[src/rtl/inst_mem_loader.sv]
// Program-load controller: assembles 64-bit BPF instructions from 32-bit host beats into inst_mem
// and fences CPU fetch while loading. Optional running XOR checksum via INST_LOADER_CKSUM_EN.
module inst_mem_loader #(
    parameter int unsigned ADDR_WIDTH = 10,
    parameter int unsigned DATA_WIDTH = 64
) (
    input  logic                  clk,
    input  logic                  rst,
    input  logic                  start,
    input  logic [31:0]           in_data,
    input  logic                  in_valid,
    input  logic                  in_last,
    output logic                  in_ready,
    output logic [ADDR_WIDTH-1:0] mem_wr_addr,
    output logic [DATA_WIDTH-1:0] mem_wr_data,
    output logic                  mem_wr_en,
    input  logic                  cpu_rd_en,
    output logic                  mem_rd_en,
    output logic                  cpu_stall,
    output logic                  loading,
    output logic                  load_done,
    output logic [ADDR_WIDTH:0]   prog_len,
    output logic                  ovf
`ifdef INST_LOADER_CKSUM_EN
    ,
    output logic [DATA_WIDTH-1:0] cksum
`endif
);

    localparam int unsigned HALF_WIDTH = 32;
    localparam int unsigned PLEN_WIDTH = ADDR_WIDTH + 1;
    localparam logic [ADDR_WIDTH-1:0] LAST_ADDR = '1;

    localparam logic [1:0] S_IDLE    = 2'd0;
    localparam logic [1:0] S_LOAD_LO = 2'd1;
    localparam logic [1:0] S_LOAD_HI = 2'd2;

    logic [1:0]            state;
    logic [1:0]            state_nxt;
    logic                  accept;
    logic                  lo_fire;
    logic                  hi_fire;
    logic                  wr_fire;
    logic [ADDR_WIDTH-1:0] wr_ptr;
    logic [HALF_WIDTH-1:0] lo_half;
    logic [DATA_WIDTH-1:0] word;

    // Next-state and beat handshake; start always wins over a beat.
    always_comb begin
        state_nxt = state;
        in_ready  = (state != S_IDLE) && !start;
        accept    = in_ready && in_valid;
        lo_fire   = accept && (state == S_LOAD_LO);
        hi_fire   = accept && (state == S_LOAD_HI);
        wr_fire   = hi_fire && !ovf;
        if (start) begin
            state_nxt = S_LOAD_LO;
        end else begin
            case (state)
                S_LOAD_LO: if (accept) state_nxt = S_LOAD_HI;
                S_LOAD_HI: if (accept) state_nxt = in_last ? S_IDLE : S_LOAD_LO;
                default:   state_nxt = state;
            endcase
        end
    end

    always_ff @(posedge clk or posedge rst) begin
        if (rst) state <= S_IDLE;
        else     state <= state_nxt;
    end

    assign word = DATA_WIDTH'({in_data, lo_half});

    // Write path; pointer parks on the last address once the memory is full.
    always_ff @(posedge clk or posedge rst) begin
        if (rst) begin
            wr_ptr      <= '0;
            lo_half     <= '0;
            mem_wr_addr <= '0;
            mem_wr_data <= '0;
            mem_wr_en   <= 1'b0;
            load_done   <= 1'b0;
            prog_len    <= '0;
            ovf         <= 1'b0;
        end else begin
            mem_wr_en <= 1'b0;
            load_done <= 1'b0;
            if (start) begin
                wr_ptr   <= '0;
                prog_len <= '0;
                ovf      <= 1'b0;
            end else begin
                if (lo_fire) lo_half <= in_data;
                if (wr_fire) begin
                    mem_wr_en   <= 1'b1;
                    mem_wr_addr <= wr_ptr;
                    mem_wr_data <= word;
                    prog_len    <= prog_len + PLEN_WIDTH'(1);
                    if (wr_ptr == LAST_ADDR) ovf <= 1'b1;
                    else                     wr_ptr <= wr_ptr + ADDR_WIDTH'(1);
                end
                if (hi_fire && in_last) load_done <= 1'b1;
            end
        end
    end

`ifdef INST_LOADER_CKSUM_EN
    always_ff @(posedge clk or posedge rst) begin
        if (rst)          cksum <= '0;
        else if (start)   cksum <= '0;
        else if (wr_fire) cksum <= cksum ^ word;
    end
`endif

    // The final write cycle stays fenced so the first fetch sees the complete program.
    assign loading   = (state != S_IDLE) || mem_wr_en;
    assign mem_rd_en = cpu_rd_en && !loading;
    assign cpu_stall = cpu_rd_en && loading;

endmodule

[config.mk]
export PLATFORM = sky130hd
export DESIGN_NAME = inst_mem_loader
export DESIGN_NICKNAME = d
export VERILOG_FILES = /design/src/rtl/inst_mem_loader.sv
export SDC_FILE = /design/constraint.sdc
export NUM_CORES = 1
export LEC_CHECK = 0
export CORE_ASPECT_RATIO = 1.1
export CORE_MARGIN = 10
export CORE_UTILIZATION = 49
export CTS_CLUSTER_SIZE = 24
export DETAILED_ROUTE_END_ITERATION = 8
export HOLD_SLACK_MARGIN = 0.06
export PLACE_DENSITY = 0.79
export SYNTH_ARGS = -nofsm -noshare
export SYNTH_HDL_FRONTEND = slang
export SYNTH_SLANG_ARGS = --single-unit
export TNS_END_PERCENT = 1
[constraint.sdc]
create_clock -name clk -period 5.2 [get_ports clk]
set_input_delay 1.3 -clock clk [delete_from_list [all_inputs] [get_ports clk]]
set_output_delay 1.3 -clock clk [all_outputs]
set_load 0.02 [all_outputs]
Word-level counts from Yosys, hierarchy flattened
Cells that the tools add are included.

Memory bits (writable): 0. Memory bits (read-only): 0. Bits in latches: 0. Word-level logic and storage cells: 56. Bits of input ports: 38. Memories: 0. Output and inout port bits: 92. Bits in registers: 132.

Muxes and demuxes: 17. Equality and inequality tests: 6. $add $sub $neg: 2. Multipliers: 0. Reductions and logical operators: 21. Order comparisons: 0. Shift-type cells: 0. Divide/modulo/power cells: 0. Bitwise logic cells: 1.

Operator list (count): 10-bit 2-to-1 mux (3); 11-bit 2-to-1 mux (2); 11-bit by 1-bit adder with 11-bit output, second input constant (1); 10-bit by 1-bit adder with 10-bit output, second input constant (1); 10-bit equality test, second input constant (1); 1-bit logical AND (8); 1-bit 2-to-1 mux (8); 2-bit AND reduction (4); 2-bit 2-to-1 mux (3); 3-bit != test, second input constant (2); 2-bit nonzero test (3); 2-bit one-hot mux with 2 select lines (1); 1-bit zero test (3); 3-bit AND reduction (1); 3-bit nonzero test (1); 2-bit by 1-bit equality test with 1-bit output, second input constant (1); 2-bit equality test, second input constant (1); 2-bit != test, second input constant (1); 1-bit logical OR (1); 1-bit NOT (1).

Logic depth before layout (Yosys ltp)
Gate-level depths: netlist of run 1.

Depth in word-level cells: 7. Gate-level depth with buffers: 8. Gate-level depth less buffers: 5.

Worst setup path before layout of run 1
OpenSTA, ideal clock, no wires.

Kind: input port to output port. Start: input port start. End: output port in_ready. Arrival time: 1.949 ns. Slack: 1.951 ns. Data required time: 3.900 ns. Path buffers: 2. Cell stages on the path: 3. Path through: buf_4 -> clkbuf_1 -> nor2_1.

Word-level cells in the longest chain between the ends: 2.

Ends and longest elaborated chain: start: declaration (line 9) `input logic start,`; 1-bit zero test (line 51) `in_ready = (state != S_IDLE) && !start;`; 1-bit logical AND (line 51); end: declaration (line 13) `output logic in_ready,`.

No other way between the ends.

Final worst setup path of run 1
Ends and elaborated chain as after synthesis.

==> results.py, run 1 <==
metrics = {
    "cts": {
        "cts_buffers": 17,
        "htreeDepth": 4,
        "cts_resized": 0,
        "clockBufferDepth": 2,
        "clk_latency_ns": 0.41,
        "cts_root_buf": "clkbuf_16",
        "cts_setup_buffers": 0,
        "cts_tree": "built",
        "cts.clk_slew.worst_paths_ns": 0.05,
        "clock-sinks": 132,
        "cts_hold_buf": 0,
    },
    "synth": {
        "avgSynthCellArea_um2": 10.4,
        "synth_cells": 521,
        "synthAdderAreaFrac": 0.00463,
        "yosysUniqueCellTypes": 45,
        "synth-main-ff-cell": "dfrtp_1",
        "ys.warnings.count": 0,
        "ys_async_sr_fraction": 1.00,
        "synth_xor_area_frac": 0.0113,
        "synth-compound-area-share": 0.0294,
        "synth_top_family_by_area": "simple AND/OR/NAND/NOR gates",
        "synth-simple-area-share": 0.225,
        "syn_area_mm2": 0.00540,
        "synth.area.mux_share": 0.0843,
        "synth_seq_cells": 132,
        "ys_seq_area_frac": 0.611,
        "syn-num-nets": 561,
        "synth_edf_count": 0,
    },
    "detailed_routing": {
        "antenna_left": 0,
        "dr.pass1.iters": 4,
        "drt_iter0_markers": 227,
        "drc": 0,
        "drt_wl_total_um": 12900,
        "wire_per_inst_um": 15.9,
        "vias": 4073,
        "viasPerCell": 5.02,
    },
    "critical_path": {
        "critPathSlowestCell": "clkdlybuf4s50_1",
        "endpoint_kind": "output port",
        "r2r_cells": 5,
        "reg2reg_slack_ns": 2.79,
        "r2r_start": "wr_ptr[0]",
        "crit_type": "input port to output port",
        "path_common_cell": "clkdlybuf4s50_1",
        "max_stage_delay_ns": 0.55,
        "crit_required_ns": 3.90,
        "crit_path_start_kind": "input port",
        "cp_cell_sequence": "clkdlybuf4s50_1 -> buf_4 -> nor2_1 -> clkdlybuf4s50_1",
        "arrival_ns": 2.70,
        "cp_max_fo": 32,
        "worstReg2RegEnd": "wr_ptr[6]",
    },
    "timing": {
        "clock.fmax_mhz": 250,
        "slew_headroom": 0.364,
        "worst_pin_slew_ns": 0.954,
        "fin_crit_sh": 0.770,
        "skew_ns": 0.00678,
        "finalSetupViolations": 0,
        "hold_viol_final": 0,
        "setup_ws_ns": 1.20,
        "setup-tns-final_ns": 0,
        "rsz0062_at_grt": "no",
        "fin_crit_ns": 4.00,
        "slew_violations": 0,
    },
    "floorplan": {
        "pin_count": 130,
        "fp.dieW_um": 120,
        "core_area_mm2": 0.0109,
        "start_util": 0.498,
        "rows": 40,
        "die-area_mm2": 0.0156,
        "die_y_um": 130,
    },
    "min_path": {
        "min-delay-start": "lo_half[16]",
        "hold_end": "mem_wr_data[16]",
        "hold_path.class": "flop to flop",
        "holdPathStages": 2,
    },
    "finish": {
        "area_growth_pct": 36.6,
        "fin_area_mm2": 0.00738,
        "layout.nets": 692,
        "fillerInstances": 839,
        "final_util": 0.680,
        "antenna_cells": 0,
        "drive_above_1_share": 0.126,
    },
    "place": {
        "dp_slack_ns": 1.21,
        "io_buffer_count": 129,
        "dp_hpwl_um": 8810,
        "place_area_mm2": 0.00680,
        "gp_congestion": 0.830,
    },
    "global_route": {
        "grt_pass1_wl_um": 21600,
        "grt_overflow_total": 0,
        "antenna_found_initial": 0,
        "first_global_vias": 4275,
        "grt_util_all_layers": 0.170,
        "grt_start_max_net_pins": 80,
    },
    "power": {
        "leakage_nw": 3.55,
        "power_density_mw_per_mm2": 436,
        "p_total_mw": 3.22,
        "ir_drop_v": 0.000287,
    },
    "run_status": {
        "status": "finished, final reports clean",
    },
    "job": {
        "cap_violations": 0,
    },
}
[cell families after synthesis]
kind of cell / count (synthesis)
fa+ha+maj: 2
flops: 132
mux: 40
simple gates: 283
xor+xnor: 7
compound gates: 22
buf+inv: 35
[final cells by class]
cell class                 count  area (um2)  area share
clock buffer                  20         457      0.0619
inverter                      10        41.3     0.00559
sequential                   132        3300       0.447
tap                          147         184      0.0249
multi-input combinational    354        1920       0.260
timing repair buffer         137        1350       0.183
clock inverter                12         130      0.0176
[through the flow]
step,hold WS [ns],instances
3_3_place_gp,0.442,780
2_1_floorplan,0.432,521
3_5_place_dp,0.450,780
6_report,0.463,812
5_1_grt,0.488,812
4_1_cts,0.466,812
[registers in the layout, summed over array words and instances (netlist names)]
signal,cells
prog_len,11
state,2
mem_wr_data,64
lo_half,32
mem_wr_addr,10
load_done,1
mem_wr_en,1
ovf,1
wr_ptr,10
[metal layers]
layer | wire, um | global-route usage | up-vias | share of wire
li1 | - | - | 1943 | -
met1 | 5190 | 0.192 | 1991 | 0.40
met2 | 6690 | 0.293 | 124 | 0.52
met3 | 897 | 0.0640 | 15 | 0.069
met4 | 164 | 0.0575 | 0 | 0.013
met5 | 0 | 0 | - | 0
[cells in the mapped netlist, types with 3 or more instances]
| library cell | n | area share |
|---|---|---|
| and4_1 | 3 | 0.0049 |
| dfrtp_1 | 132 | 0.61 |
| nor2_1 | 18 | 0.013 |
| nand2b_1 | 4 | 0.0046 |
| nand3_1 | 6 | 0.0056 |
| nand2_1 | 223 | 0.15 |
| mux2_2 | 34 | 0.071 |
| clkbuf_1 | 7 | 0.0049 |
| xor2_1 | 5 | 0.0081 |
| buf_4 | 4 | 0.0056 |
| o21ai_0 | 9 | 0.0083 |
| and2_1 | 3 | 0.0035 |
| buf_2 | 11 | 0.010 |
| buf_6 | 3 | 0.0063 |
| inv_1 | 9 | 0.0063 |
| nand4_1 | 4 | 0.0046 |
| nor2b_1 | 4 | 0.0046 |
| and3_1 | 5 | 0.0058 |
[power breakdown]
part	internal (mW)	total [mW]	switching, mW
Clock	0.731	1.17	0.434
Sequential	1.22	1.33	0.106
Combinational	0.355	0.728	0.374
Total	2.31	3.22	0.914
[worst max-delay path by stage]
stage	startpoint	endpoint	depth (start not counted)
5_1_grt	start	in_ready	4
3_5_place_dp	start	in_ready	4
2_1_floorplan	rst	lo_half[0]	1
6_report	start	in_ready	4
4_1_cts	start	in_ready	4
3_3_place_gp	start	in_ready	4
[worst max-delay path: cells and delay by family]
family        cells  cell delay, ns
simple gates      1            0.08
buf+inv           3            1.32
[layout by cell type, fill, tap and decap left out, types with 2 or more instances in the layout]
| cell type | instances |
|---|---|
| clkbuf_16 | 17 |
| clkbuf_8 | 2 |
| xnor2_1 | 2 |
| inv_1 | 8 |
| mux2_1 | 2 |
| and2_1 | 3 |
| a41o_1 | 2 |
| ha_1 | 2 |
| o21ai_0 | 9 |
| nand2b_1 | 4 |
| a311oi_1 | 2 |
| nor2_1 | 18 |
| clkinv_4 | 3 |
| nand2_1 | 223 |
| xor2_1 | 5 |
| or3_1 | 2 |
| nor2b_1 | 4 |
| bufinv_16 | 2 |
| buf_4 | 8 |
| clkdlybuf4s50_1 | 129 |
| nand4_1 | 4 |
| and4_1 | 3 |
| and3_1 | 5 |
| nand3_2 | 2 |
| mux2_2 | 34 |
| mux2_4 | 2 |
| a21oi_1 | 2 |
| clkinv_2 | 5 |
| dfrtp_1 | 132 |
| mux2i_1 | 2 |
| clkinvlp_4 | 2 |
| nand3_1 | 6 |
Power figures use the tool's default switching activity.
==> run 2: changes to the inputs <==
- CORE_UTILIZATION: 49 -> 45
- PLACE_DENSITY: 0.79 -> 0.76
- clock period: 5.2 -> 3.43 ns (I/O delays scaled with it)
==> run 2 against run 1 <==
First-iteration DRC count grew 76%. Total power grew 52%. Utilization shrank 3.9 points. Worst hold slack gained 0.00079 ns. Cell count grew 0.62%. Critical path depth is the same. Highest routed layer unchanged. Clock skew grew 0.0032 ns. Cell area grew 0.66%. Register-to-register slack lost 1.5 ns. Wire length shrank 0.14%.
==> results.py, run 2 (synthesis results as in run 1) <==
metrics = {
    "detailed_routing": {
        "antenna_left": 0,
        "drc": 0,
        "viasPerCell": 5.00,
        "dr.pass1.iters": 4,
        "drt_wl_total_um": 12900,
        "vias": 4082,
        "wire_per_inst_um": 15.8,
        "drt_iter0_markers": 399,
    },
    "power": {
        "leakage_nw": 3.56,
        "internal_power_mw": 3.49,
        "p_total_mw": 4.91,
        "switching_share": 0.289,
        "power_density_mw_per_mm2": 661,
        "comb_power_share": 0.225,
        "p_seq_frac": 0.411,
        "ir_drop_v": 0.000421,
        "clockPowerShare": 0.365,
        "p_sw_mw": 1.42,
    },
    "floorplan": {
        "pin_count": 130,
        "die_y_um": 135,
        "die-area_mm2": 0.0168,
        "start_util": 0.466,
        "core_area_mm2": 0.0116,
        "fp.dieW_um": 124,
        "rows": 41,
    },
    "min_path": {
        "hold_path.class": "flop to flop",
        "min-delay-start": "lo_half[20]",
        "holdPathStages": 2,
        "hold_end": "mem_wr_data[20]",
    },
    "critical_path": {
        "arrival_ns": 2.08,
        "r2r_cells": 5,
        "crit_required_ns": 2.57,
        "r2r_start": "wr_ptr[0]",
        "reg2reg_slack_ns": 1.30,
        "cp_max_fo": 2,
        "endpoint_kind": "output port",
        "worstReg2RegEnd": "wr_ptr[5]",
        "crit_type": "input port to output port",
        "crit_path_start_kind": "input port",
    },
    "cts": {
        "clockBufferDepth": 2,
        "clock-sinks": 132,
        "cts_buffers": 17,
        "clk_latency_ns": 0.41,
        "cts_resized": 0,
        "cts_root_buf": "clkbuf_16",
        "cts.clk_slew.worst_paths_ns": 0.05,
        "htreeDepth": 4,
        "cts_tree": "built",
        "cts_hold_buf": 0,
        "cts_setup_buffers": 0,
    },
    "timing": {
        "worst_pin_slew_ns": 0.683,
        "finalSetupViolations": 0,
        "rsz0062_at_grt": "no",
        "setup-tns-final_ns": 0,
        "slew_headroom": 0.545,
        "clock.fmax_mhz": 340,
        "fin_crit_ns": 2.94,
        "skew_ns": 0.00997,
        "fin_crit_sh": 0.858,
        "setup_ws_ns": 0.489,
        "slew_violations": 0,
        "hold_viol_final": 0,
    },
    "finish": {
        "fillerInstances": 919,
        "area_growth_pct": 37.5,
        "regArea_mm2": 0.00330,
        "regMostFlops": "mem_wr_data",
        "multi_input_area_mm2": 0.00192,
        "final_common_cell": "nand2_1",
        "final_cell_count_no_fill": 817,
        "layout.nets": 694,
        "antenna_cells": 0,
        "drive_above_1_share": 0.130,
        "largest_reg_flops": 64,
        "reg_top3": "mem_wr_data: 64 flops, lo_half: 32 flops, prog_len: 11 flops",
        "layout_common_cells": "nand2_1 (223), dfrtp_1 (132), clkdlybuf4s50_1 (129)",
    },
    "place": {
        "dp_hpwl_um": 8770,
        "io_buffer_count": 129,
        "gp_congestion": 0.830,
        "dp_slack_ns": 0.414,
        "post-place-cells": 785,
    },
    "job": {
        "cap_violations": 0,
    },
    "global_route": {
        "first_global_vias": 4312,
        "antenna_found_initial": 0,
        "grt_pass1_wl_um": 22100,
        "grt_overflow_total": 0,
        "grt_start_max_net_pins": 133,
        "grt_util_all_layers": 0.158,
    },
    "run_status": {
        "status": "finished, final reports clean",
    },
}
run 2: metal layers:
| metal | up-vias | wire (um) | GRT usage |
|---|---|---|---|
| met5 | - | 0 | 0 |
| met4 | 0 | 117 | 0.0505 |
| met3 | 11 | 833 | 0.0572 |
| met2 | 126 | 6380 | 0.259 |
| met1 | 2002 | 5600 | 0.190 |
| li1 | 1943 | - | - |
run 2: final cells by class:
cell class	instances	area share
Clock buffer	18	0.0591
Clock inverter	14	0.0204
Inverter	10	0.00572
Multi-Input combinational cell	354	0.258
Sequential cell	132	0.444
Tap cell	150	0.0253
Timing Repair Buffer	139	0.187
run 2: power by group through the flow:
| stage | logic, mW | registers [mW] | clock network (mW) |
|---|---|---|---|
| 6_report | 1.10 | 2.02 | 1.79 |
| 2_1_floorplan | 0.294 | 2.27 | 0 |
| 3_5_place_dp | 1.12 | 2.04 | 0 |
| 5_1_grt | 1.20 | 2.06 | 1.90 |
| 3_3_place_gp | 1.10 | 2.03 | 0 |
| 4_1_cts | 1.13 | 2.02 | 1.82 |
run 2: metrics by stage:
step           utilization  cell area [um2]  hold slack [ns]
2_1_floorplan            -             5410            0.432
3_3_place_gp         0.590             6840            0.441
3_5_place_dp         0.590             6840            0.449
4_1_cts              0.641             7430            0.469
5_1_grt              0.641             7430            0.483
6_report             0.641             7430            0.464
run 2: worst max-delay path, stage by stage:
cell and delay [ns]:
clkdlybuf4s50_1 0.48, inv_1 0.04, nor2_1 0.09, clkdlybuf4s50_1 0.61
run 2: worst max path at each step:
stage,to,from,slack [ns],cells past startpoint
detailed placement,prog_len[0],in_valid,0.41,6
finish,mem_rd_en,cpu_rd_en,0.49,4
floorplan,lo_half[0],rst,0.94,1
CTS,mem_rd_en,cpu_rd_en,0.49,4
global route,in_ready,start,0.45,3
global placement,prog_len[0],in_valid,0.45,6
==> run 3: changes to the inputs <==
- CORE_UTILIZATION: 45 -> 46
- CTS_BUF_LIST: unset -> sky130_fd_sc_hd__clkbuf_2 sky130_fd_sc_hd__clkbuf_4 sky130_fd_sc_hd__clkbuf_8
- PLACE_DENSITY: 0.76 -> 0.78
==> run 3 against run 2 <==
Largest cell class unchanged. Utilization is 1.1 points lower. Wire length is 1.9% lower. Sequential power hardly changed. Critical endpoint unchanged. Via count is 1.8% lower.
==> results.py, run 3 (synthesis results as in run 1) <==
metrics = {
    "job": {
        "cap_violations": 0,
    },
    "finish": {
        "area_growth_pct": 34.0,
        "antenna_cells": 0,
        "largest_reg_flops": 64,
        "final_common_cell": "nand2_1",
        "regMostFlops": "mem_wr_data",
        "drive_above_1_share": 0.127,
        "fillerInstances": 958,
        "layout.nets": 691,
        "final_util": 0.630,
        "reg_top3": "mem_wr_data: 64 flops, lo_half: 32 flops, prog_len: 11 flops",
        "layout_common_cells": "nand2_1 (223), dfrtp_1 (132), clkdlybuf4s50_1 (129)",
    },
    "global_route": {
        "antenna_found_initial": 0,
        "gr-max-usage-layer": "met2",
        "grt_overflow_total": 0,
        "first_global_vias": 4142,
        "globalRouteMet1Util": 0.186,
        "grt_pass1_wl_um": 21100,
        "grt_util_all_layers": 0.160,
        "use_met2": 0.262,
        "grt_start_max_net_pins": 133,
        "grt_util_met3": 0.0592,
    },
    "cts": {
        "cts_resized": 0,
        "clock-sinks": 132,
        "cts_tree": "built",
        "htreeDepth": 4,
        "clockBufferDepth": 2,
        "cts.clk_slew.worst_paths_ns": 0.08,
        "cts_buffers": 17,
        "cts_root_buf": "clkbuf_8",
        "cts_hold_buf": 0,
        "cts_setup_buffers": 0,
        "clk_latency_ns": 0.42,
    },
    "critical_path": {
        "r2r_start": "state[1]",
        "crit_type": "input port to output port",
        "crit_path_start_kind": "input port",
        "endpoint_kind": "output port",
        "r2r_cells": 6,
        "crit_required_ns": 2.57,
        "cp_max_fo": 2,
        "reg2reg_slack_ns": 1.23,
        "worstReg2RegEnd": "wr_ptr[9]",
        "arrival_ns": 2.09,
    },
    "timing": {
        "fin_crit_ns": 2.94,
        "skew_ns": 0.0111,
        "clock.fmax_mhz": 340,
        "slew_violations": 0,
        "worst_pin_slew_ns": 0.676,
        "setup-tns-final_ns": 0,
        "rsz0062_at_grt": "no",
        "finalSetupViolations": 0,
        "fin_crit_sh": 0.858,
        "hold_viol_final": 0,
        "slew_headroom": 0.550,
    },
    "power": {
        "leakage_nw": 3.47,
        "switching_share": 0.291,
        "p_sw_mw": 1.31,
        "power_density_mw_per_mm2": 623,
        "clockPowerShare": 0.310,
        "ir_drop_v": 0.000363,
        "internal_power_mw": 3.20,
        "p_seq_frac": 0.447,
        "comb_power_share": 0.243,
    },
    "run_status": {
        "status": "finished, final reports clean",
    },
    "detailed_routing": {
        "antenna_left": 0,
        "drt_iter0_markers": 206,
        "vias": 4009,
        "wire_per_inst_um": 15.6,
        "drt_wl_total_um": 12700,
        "viasPerCell": 4.93,
        "dr.pass1.iters": 5,
        "drc": 0,
    },
    "min_path": {
        "hold_path.class": "flop to flop",
        "hold_end": "mem_wr_data[12]",
        "holdPathStages": 2,
        "min-delay-start": "lo_half[12]",
    },
    "floorplan": {
        "core_area_mm2": 0.0115,
        "pin_count": 130,
        "fp.dieW_um": 123,
        "start_util": 0.470,
        "die-area_mm2": 0.0165,
        "rows": 41,
        "die_y_um": 134,
    },
    "place": {
        "gp_congestion": 0.777,
        "io_buffer_count": 129,
        "dp_hpwl_um": 8680,
    },
}
run 3: critical path, cell delays in order:
cell	delay (ns)
clkdlybuf4s50_1	0.48
inv_1	0.05
nor2_1	0.09
clkdlybuf4s50_1	0.61
run 3: worst max-delay path by stage:
stage          slack [ns]    endpoint  startpoint  depth (start not counted)
6_report             0.49   mem_rd_en   cpu_rd_en                          4
5_1_grt              0.44   mem_rd_en   cpu_rd_en                          4
4_1_cts              0.47   mem_rd_en   cpu_rd_en                          4
3_5_place_dp         0.28   wr_ptr[9]    in_valid                          7
3_3_place_gp         0.30   wr_ptr[9]    in_valid                          7
2_1_floorplan        0.94  lo_half[0]         rst                          1
run 3: power by group through the flow:
stage / combinational [mW] / sequential (mW) / clock, mW
2_1_floorplan: 0.294 / 2.27 / 0
3_3_place_gp: 1.09 / 2.03 / 0
3_5_place_dp: 1.12 / 2.04 / 0
4_1_cts: 1.12 / 2.02 / 1.43
5_1_grt: 1.19 / 2.05 / 1.51
6_report: 1.10 / 2.01 / 1.40
run 3: layout make-up:
type	count	area, um2	share of cell area
inverters	10	42.5	0.00588
repair buffers	136	1360	0.187
well taps	150	188	0.0259
flip-flops and latches	132	3300	0.456
clock inverters	13	184	0.0254
multi-input cells	354	1920	0.265
clock buffers	19	249	0.0344
run 3: routing by layer:
metal / vias to the layer above / routed length, um
met1: 1951 / 5320
met2: 107 / 6210
met5: - / 0
li1: 1936 / -
met4: 0 / 178
met3: 15 / 964
run 3: per-stage QoR:
step / setup slack, ns / hold WS, ns / cell area [um2] / total power [mW] / cells
after detailed placement: 0.283 / 0.451 / 6810 / 3.16 / 782
final: 0.486 / 0.464 / 7240 / 4.51 / 814
after CTS: 0.469 / 0.465 / 7240 / 4.57 / 814
after global routing: 0.438 / 0.492 / 7240 / 4.75 / 814
after global placement: 0.304 / 0.440 / 6810 / 3.12 / 782
after floorplan: 0.935 / 0.432 / 5410 / 2.56 / 521
